<file path="config.mk">
export PLATFORM = sky130hd
export DESIGN_NAME = fifo_wr_arbiter
export DESIGN_NICKNAME = d
export VERILOG_FILES = /design/src/rtl/fifo_wr_arbiter.sv
export SDC_FILE = /design/constraint.sdc
export NUM_CORES = 1
export LEC_CHECK = 0
export BUFFER_PORTS_ARGS = -buffer_cell sky130_fd_sc_hd__buf_2
export CORE_ASPECT_RATIO = 0.6
export CORE_MARGIN = 10
export CORE_UTILIZATION = 46
export CTS_CLUSTER_DIAMETER = 40
export DETAILED_ROUTE_END_ITERATION = 6
export GPL_TIMING_DRIVEN = 0
export PLACE_DENSITY = 0.85
export SYNTH_ARGS = -nofsm -noshare
export SYNTH_HDL_FRONTEND = slang
export SYNTH_SLANG_ARGS = --single-unit
export TNS_END_PERCENT = 1
</file>
<file path="constraint.sdc">
create_clock -name clk -period 2.2 [get_ports clk]
set_input_delay 0.22 -clock clk [delete_from_list [all_inputs] [get_ports clk]]
set_output_delay 0.22 -clock clk [all_outputs]
set_load 0.01 [all_outputs]
</file>
<file path="src/rtl/fifo_wr_arbiter.sv">
// Round-robin arbiter that shares one FIFO write port among NUM_REQ valid/ready producers.
// Each grant carries at most BURST_LEN beats and is followed by one IDLE bubble.
module fifo_wr_arbiter #(
  parameter int DATA_WIDTH = 8,
  parameter int NUM_REQ    = 4,
  parameter int BURST_LEN  = 4,
  localparam int GW = $clog2(NUM_REQ),
  localparam int CW = $clog2(BURST_LEN + 1)
) (
  input  logic                          clk,
  input  logic                          rst,
  input  logic [NUM_REQ-1:0]            req_valid,
  input  logic [NUM_REQ*DATA_WIDTH-1:0] req_data,
  output logic [NUM_REQ-1:0]            req_ready,
  input  logic                          fifo_full,
  output logic                          fifo_wr_en,
  output logic [DATA_WIDTH-1:0]         fifo_din,
  output logic [GW-1:0]                 grant_id,
  output logic                          busy,
  output logic [15:0]                   wr_count
);

  // Handshake: a beat is req_valid[g] && req_ready[g]; producers hold valid and
  // data stable until ready, and dropping valid early releases the grant.
  typedef enum logic {
    ST_IDLE  = 1'b0,
    ST_GRANT = 1'b1
  } state_t;

  state_t          state_q, state_d;
  logic [GW-1:0]   grant_id_q, grant_id_d;
  logic [GW-1:0]   last_grant_q, last_grant_d;
  logic [CW-1:0]   beat_cnt_q, beat_cnt_d;
  logic [15:0]     wr_count_q, wr_count_d;

  logic [GW-1:0]         winner;
  logic [GW-1:0]         cand;
  logic                  found;
  logic [DATA_WIDTH-1:0] owner_data;
  logic                  owner_valid;
  logic                  beat;

  // Rotating search starting just above the previous owner.
  always_comb begin
    winner = '0;
    cand   = '0;
    found  = 1'b0;
    for (int off = 1; off <= NUM_REQ; off++) begin
      cand = GW'((int'(last_grant_q) + off) % NUM_REQ);
      if (!found && req_valid[cand]) begin
        found  = 1'b1;
        winner = cand;
      end
    end
  end

  always_comb begin
    owner_data  = '0;
    owner_valid = 1'b0;
    for (int i = 0; i < NUM_REQ; i++) begin
      if (grant_id_q == GW'(i)) begin
        owner_data  = req_data[i*DATA_WIDTH +: DATA_WIDTH];
        owner_valid = req_valid[i];
      end
    end
  end

  // fifo_full reaches ready/wr_en combinationally, so it must come from a flop in fifo_top.
  always_comb begin
    busy = (state_q == ST_GRANT);
    beat = busy && owner_valid && !fifo_full;
    for (int i = 0; i < NUM_REQ; i++) begin
      req_ready[i] = busy && !fifo_full && (grant_id_q == GW'(i));
    end
    fifo_wr_en = beat;
    fifo_din   = busy ? owner_data : '0;
    grant_id   = grant_id_q;
    wr_count   = wr_count_q;
  end

  always_comb begin
    state_d      = state_q;
    grant_id_d   = grant_id_q;
    last_grant_d = last_grant_q;
    beat_cnt_d   = beat_cnt_q;
    wr_count_d   = wr_count_q;
    case (state_q)
      ST_IDLE: begin
        if (found) begin
          state_d      = ST_GRANT;
          grant_id_d   = winner;
          last_grant_d = winner;
          beat_cnt_d   = '0;
        end
      end
      ST_GRANT: begin
        if (beat) begin
          beat_cnt_d = beat_cnt_q + CW'(1);
          wr_count_d = wr_count_q + 16'd1;
        end
        // Full with valid held freezes everything: no timeout by design.
        if ((beat && beat_cnt_q == CW'(BURST_LEN - 1)) || !owner_valid) begin
          state_d = ST_IDLE;
        end
      end
      default: state_d = ST_IDLE;
    endcase
  end

  always_ff @(posedge clk or posedge rst) begin
    if (rst) begin
      state_q      <= ST_IDLE;
      grant_id_q   <= '0;
      last_grant_q <= GW'(NUM_REQ - 1);
      beat_cnt_q   <= '0;
      wr_count_q   <= '0;
    end else begin
      state_q      <= state_d;
      grant_id_q   <= grant_id_d;
      last_grant_q <= last_grant_d;
      beat_cnt_q   <= beat_cnt_d;
      wr_count_q   <= wr_count_d;
    end
  end

endmodule

</file>
# Yosys cells after proc, flatten, opt, wreduce, memory -nomap -nowiden
# Cells that the tools add are included.
# word_totals
regBits	24
input_bits	39
elab_cells	74
# op_classes
n_addsub	6
n_lt_le_gt_ge	4
n_eq_ne	6
n_mux	31
bitwise	1
n_reduce_logical	21
# ops
op	count
8-bit 2-to-1 mux	5
16-bit by 1-bit adder with 16-bit output, second input constant	1
1-bit 2-to-1 mux	14
2-bit by 3-bit less-than comparator with 1-bit output, second input constant	4
1-bit logical AND	11
1-bit binary-select mux with 2-bit select	4
2-bit 2-to-1 mux	4
3-bit 2-to-1 mux	2
3-bit one-hot mux with 2 select lines	1
2-bit AND reduction	3
1-bit zero test	5
2-bit by 1-bit adder with 2-bit output, second input constant	2
2-bit adder, second input constant	2
2-bit == test, second input constant	2
3-bit by 1-bit adder with 3-bit output, second input constant	1
3-bit by 2-bit == test with 1-bit output, second input constant	1
2-bit by 1-bit == test with 1-bit output, second input constant	1
2-bit zero test	1
2-bit by 1-bit != test with 1-bit output, second input constant	1
2-bit != test, second input constant	1
1-bit one-hot mux with 2 select lines	1
1-bit logical OR	1
1-bit inverter	1

# Longest topological paths before layout
# depth
ltp_word	15
depth_mapped	5
depth_no_buf	5

# Worst setup path after synthesis
# Ideal clock, no wire load.
# synth_timing
kind	register to output
start	register grant_id_q[0], in the netlist grant_id[0]
end	output fifo_din[0]
t_arrival_ps	1466
required_ps	1980
slack_ps	514
stages_incl_launch_ff	4
path_buffers	1
path_cell_list	dfrtp_1 buf_2 mux4_2 and2_1
# synth_between
elab_chain_len	6
# synth_lines
element	line_no	source
from (decl)	31	logic [GW-1:0] grant_id_q, grant_id_d;
from (signal assigned)	119	grant_id_q <= grant_id_d;
2-bit zero test	61	if (grant_id_q == GW'(i)) begin
8-bit 2-to-1 mux (3 in series)	61	
8-bit 2-to-1 mux (*)	61	
8-bit 2-to-1 mux (*)	76	fifo_din = busy ? owner_data : '0;
to (decl)	17	output logic [DATA_WIDTH-1:0] fifo_din,
# Every way passes the cells marked *; elsewhere a longest branch is shown, timed or not.

# Final worst setup path
# layout_timing
start	register grant_id_q[0], in the netlist grant_id[0]
end	output fifo_din[1]
# Same word-level chain as after synthesis.

==> reports/metrics.csv <==
metric,value,unit
crit_arrival,1850,ps
fin_nets,250,
tns,0,ps
crit_path_cell_trace,"clkbuf_4, mux4_2, and2_1, buf_2",
yosysTopAreaCell,dfrtp_1,
syn_nets,175,
place_ws,341,ps
die_w,92.4,microns
rsz0062_at_grt,no,
async_flop_share,1.00,
ant_nets,0,
start_util,0.491,
drv_slew,0,
grt_pass1_wl,6540,microns
critPathSlowestCell,mux4_2,
hold_viol_final,0,
slowest_delay,520,ps
route.vias.total,1298,
routed_wl,4020,microns
critical_path_class,reg2out,
fp.dieH,63.4,microns
synth_area_leaders,"dfrtp_1 38%, mux4_2 12%, xnor2_1 8.5%",
ys_seq_area_frac,0.417,
finalCritPeriodShare,0.941,
mostFrequentLayoutCells,"70 x buf_2, 22 x dfrtp_1, 14 x xnor2_1",
drv_cap,0,
drive_gt1_frac,0.440,
grt_max_degree,25,
p_sw,0.794,mW
dp_hpwl,3360,microns
grt_pass1_vias,1322,
multiInputGateArea,782,sq um
setup_viol,0,
htreeDepth,1,
ioPinCount,71,
die_area,5860,sq um
irDropWorstVdd,0.559,mV
drt_first_pass_iters,4,
syn_avg_cell_area,10.9,sq um
netlist.area_leader.share,0.381,
fmax,0.483,GHz
cp-end-kind,output pin,
yosys_warnings,0,
grt.total_usage,0.134,
clock_latency,260,ps
fin_ws,130,ps
finalCriticalPeriod,2070,ps
grt-ovfl-total,0,
layout_commonest_cell,buf_2,
comb_power_share,0.529,
seq_area,603,sq um
critPathRequiredTime,1980,ps
fillers,264,
pwr-share-seq,0.344,
post_cts_buffers,0,
worst_slew_pin_slew,877,ps
antenna_found_initial,0,
core,2950,sq um
reg2reg_slack,490,ps
clock_sinks,24,
fin_worst_skew,6.72,ps
drt_iter0_markers,68,
ys_types,34,
path_clk_slew,80,ps
power_density,1070,nW/um^2
ys.flop_type,dfrtp_1,
num_rows,15,
relSlewSlack,0.415,
root_buffer,clkbuf_8,
cts_made_buffers,3,
critical_path.max_fanout,10,
synth-seq-cells,24,
cts_tree,yes,
netlist_area,1450,sq um
netlist_instances,133,
synth_enable_flop_cells,0,
p_int,1.24,mW
cp-start-kind,register,
post_drt_via_cell_ratio,5.21,
insertedDiodeCount,0,
place.gp.congestion,0.798,
p_leak,0.966,nW
fin_util,0.644,
p_clk_frac,0.127,
drc,0,
holdWs,127,ps
cts_buffer_depth,2,
holdCritPathClass,in2async,
status,"finished, final reports clean",
syn_to_final_growth,31.1,%
port_buffers,70,
wl_per_cell,16.1,microns
sw_frac_of_total,0.391,
cell families after synthesis:
| logic type | synth area share |
|---|---|
| simple gates | 0.185 |
| fa+ha+maj | 0.0260 |
| compound gates | 0.0718 |
| flops | 0.417 |
| xor+xnor | 0.0969 |
| mux | 0.161 |
| buf+inv | 0.0424 |
area by class of cell:
class                   count  share of cell area
flip-flops and latches     24               0.318
clock buffers               4              0.0237
inverters                   6              0.0119
multi-input cells          96               0.412
plain buffers               7              0.0218
well taps                  42              0.0277
repair buffers             70               0.185
worst max-delay path, delay by kind of cell (launching register included):
| family | cells | cell delay [ps] |
|---|---|---|
| flip-flops | 1 | 470 |
| buffers and inverters | 2 | 440 |
| AND/OR/NAND/NOR | 1 | 160 |
| multiplexers | 1 | 520 |
Yosys cell counts (3+ instances only):
| library cell | number |
|---|---|
| xnor2_1 | 14 |
| mux4_2 | 8 |
| mux2i_1 | 3 |
| nand4_1 | 5 |
| nand2b_1 | 3 |
| nor2_1 | 6 |
| dfrtp_1 | 22 |
| and2_1 | 8 |
| and3_1 | 4 |
| o21ai_0 | 3 |
| clkbuf_1 | 4 |
| nand2_1 | 7 |
| inv_1 | 6 |
| nand3_1 | 7 |
| ha_1 | 3 |
| a21oi_1 | 6 |
flip-flops by register name, summed over array words and instances (netlist names):
name	cells
wr_count	16
beat_cnt_q	3
grant_id	2
last_grant_q	2
busy	1
what timing repair did:
| item | in CTS | in global routing |
|---|---|---|
| endpoints found under the setup margin | 0 | 7 |
| hold buffers | 0 | 0 |
| resized for setup | 0 | 1 |
per-layer routing:
layer	global-route usage	wire, microns
met1	0.164	1680
met2	0.236	2170
met3	0.0319	157
met4	0.0172	7
met5	0	0
path summary, 6_finish.rpt:
check	end	depth (start not counted)	start
max	fifo_din[1]	4	grant_id[0]
min	wr_count[14]	2	rst
max reg2reg	wr_count[1]	4	busy
min reg2reg	wr_count[15]	1	wr_count[15]
max in group asynchronous	wr_count[2]	2	rst
min in group clk	busy	3	fifo_full
power groups by stage:
stage / Clock, mW / Combinational [mW] / Sequential [mW]
global placement: 0 / 1.06 / 0.701
detailed placement: 0 / 1.08 / 0.705
CTS: 0.268 / 1.09 / 0.698
finish: 0.258 / 1.07 / 0.699
global route: 0.286 / 1.18 / 0.721
floorplan: 0 / 0.705 / 0.715
stage by stage:
stage          area, sq um  power [mW]  std cells
5_1_grt               1900        2.19        249
3_3_place_gp          1850        1.76        245
4_1_cts               1890        2.05        249
2_1_floorplan         1450        1.42        133
3_5_place_dp          1850        1.79        245
6_report              1900        2.03        249
Note: power is estimated with default switching activity, not from simulation.
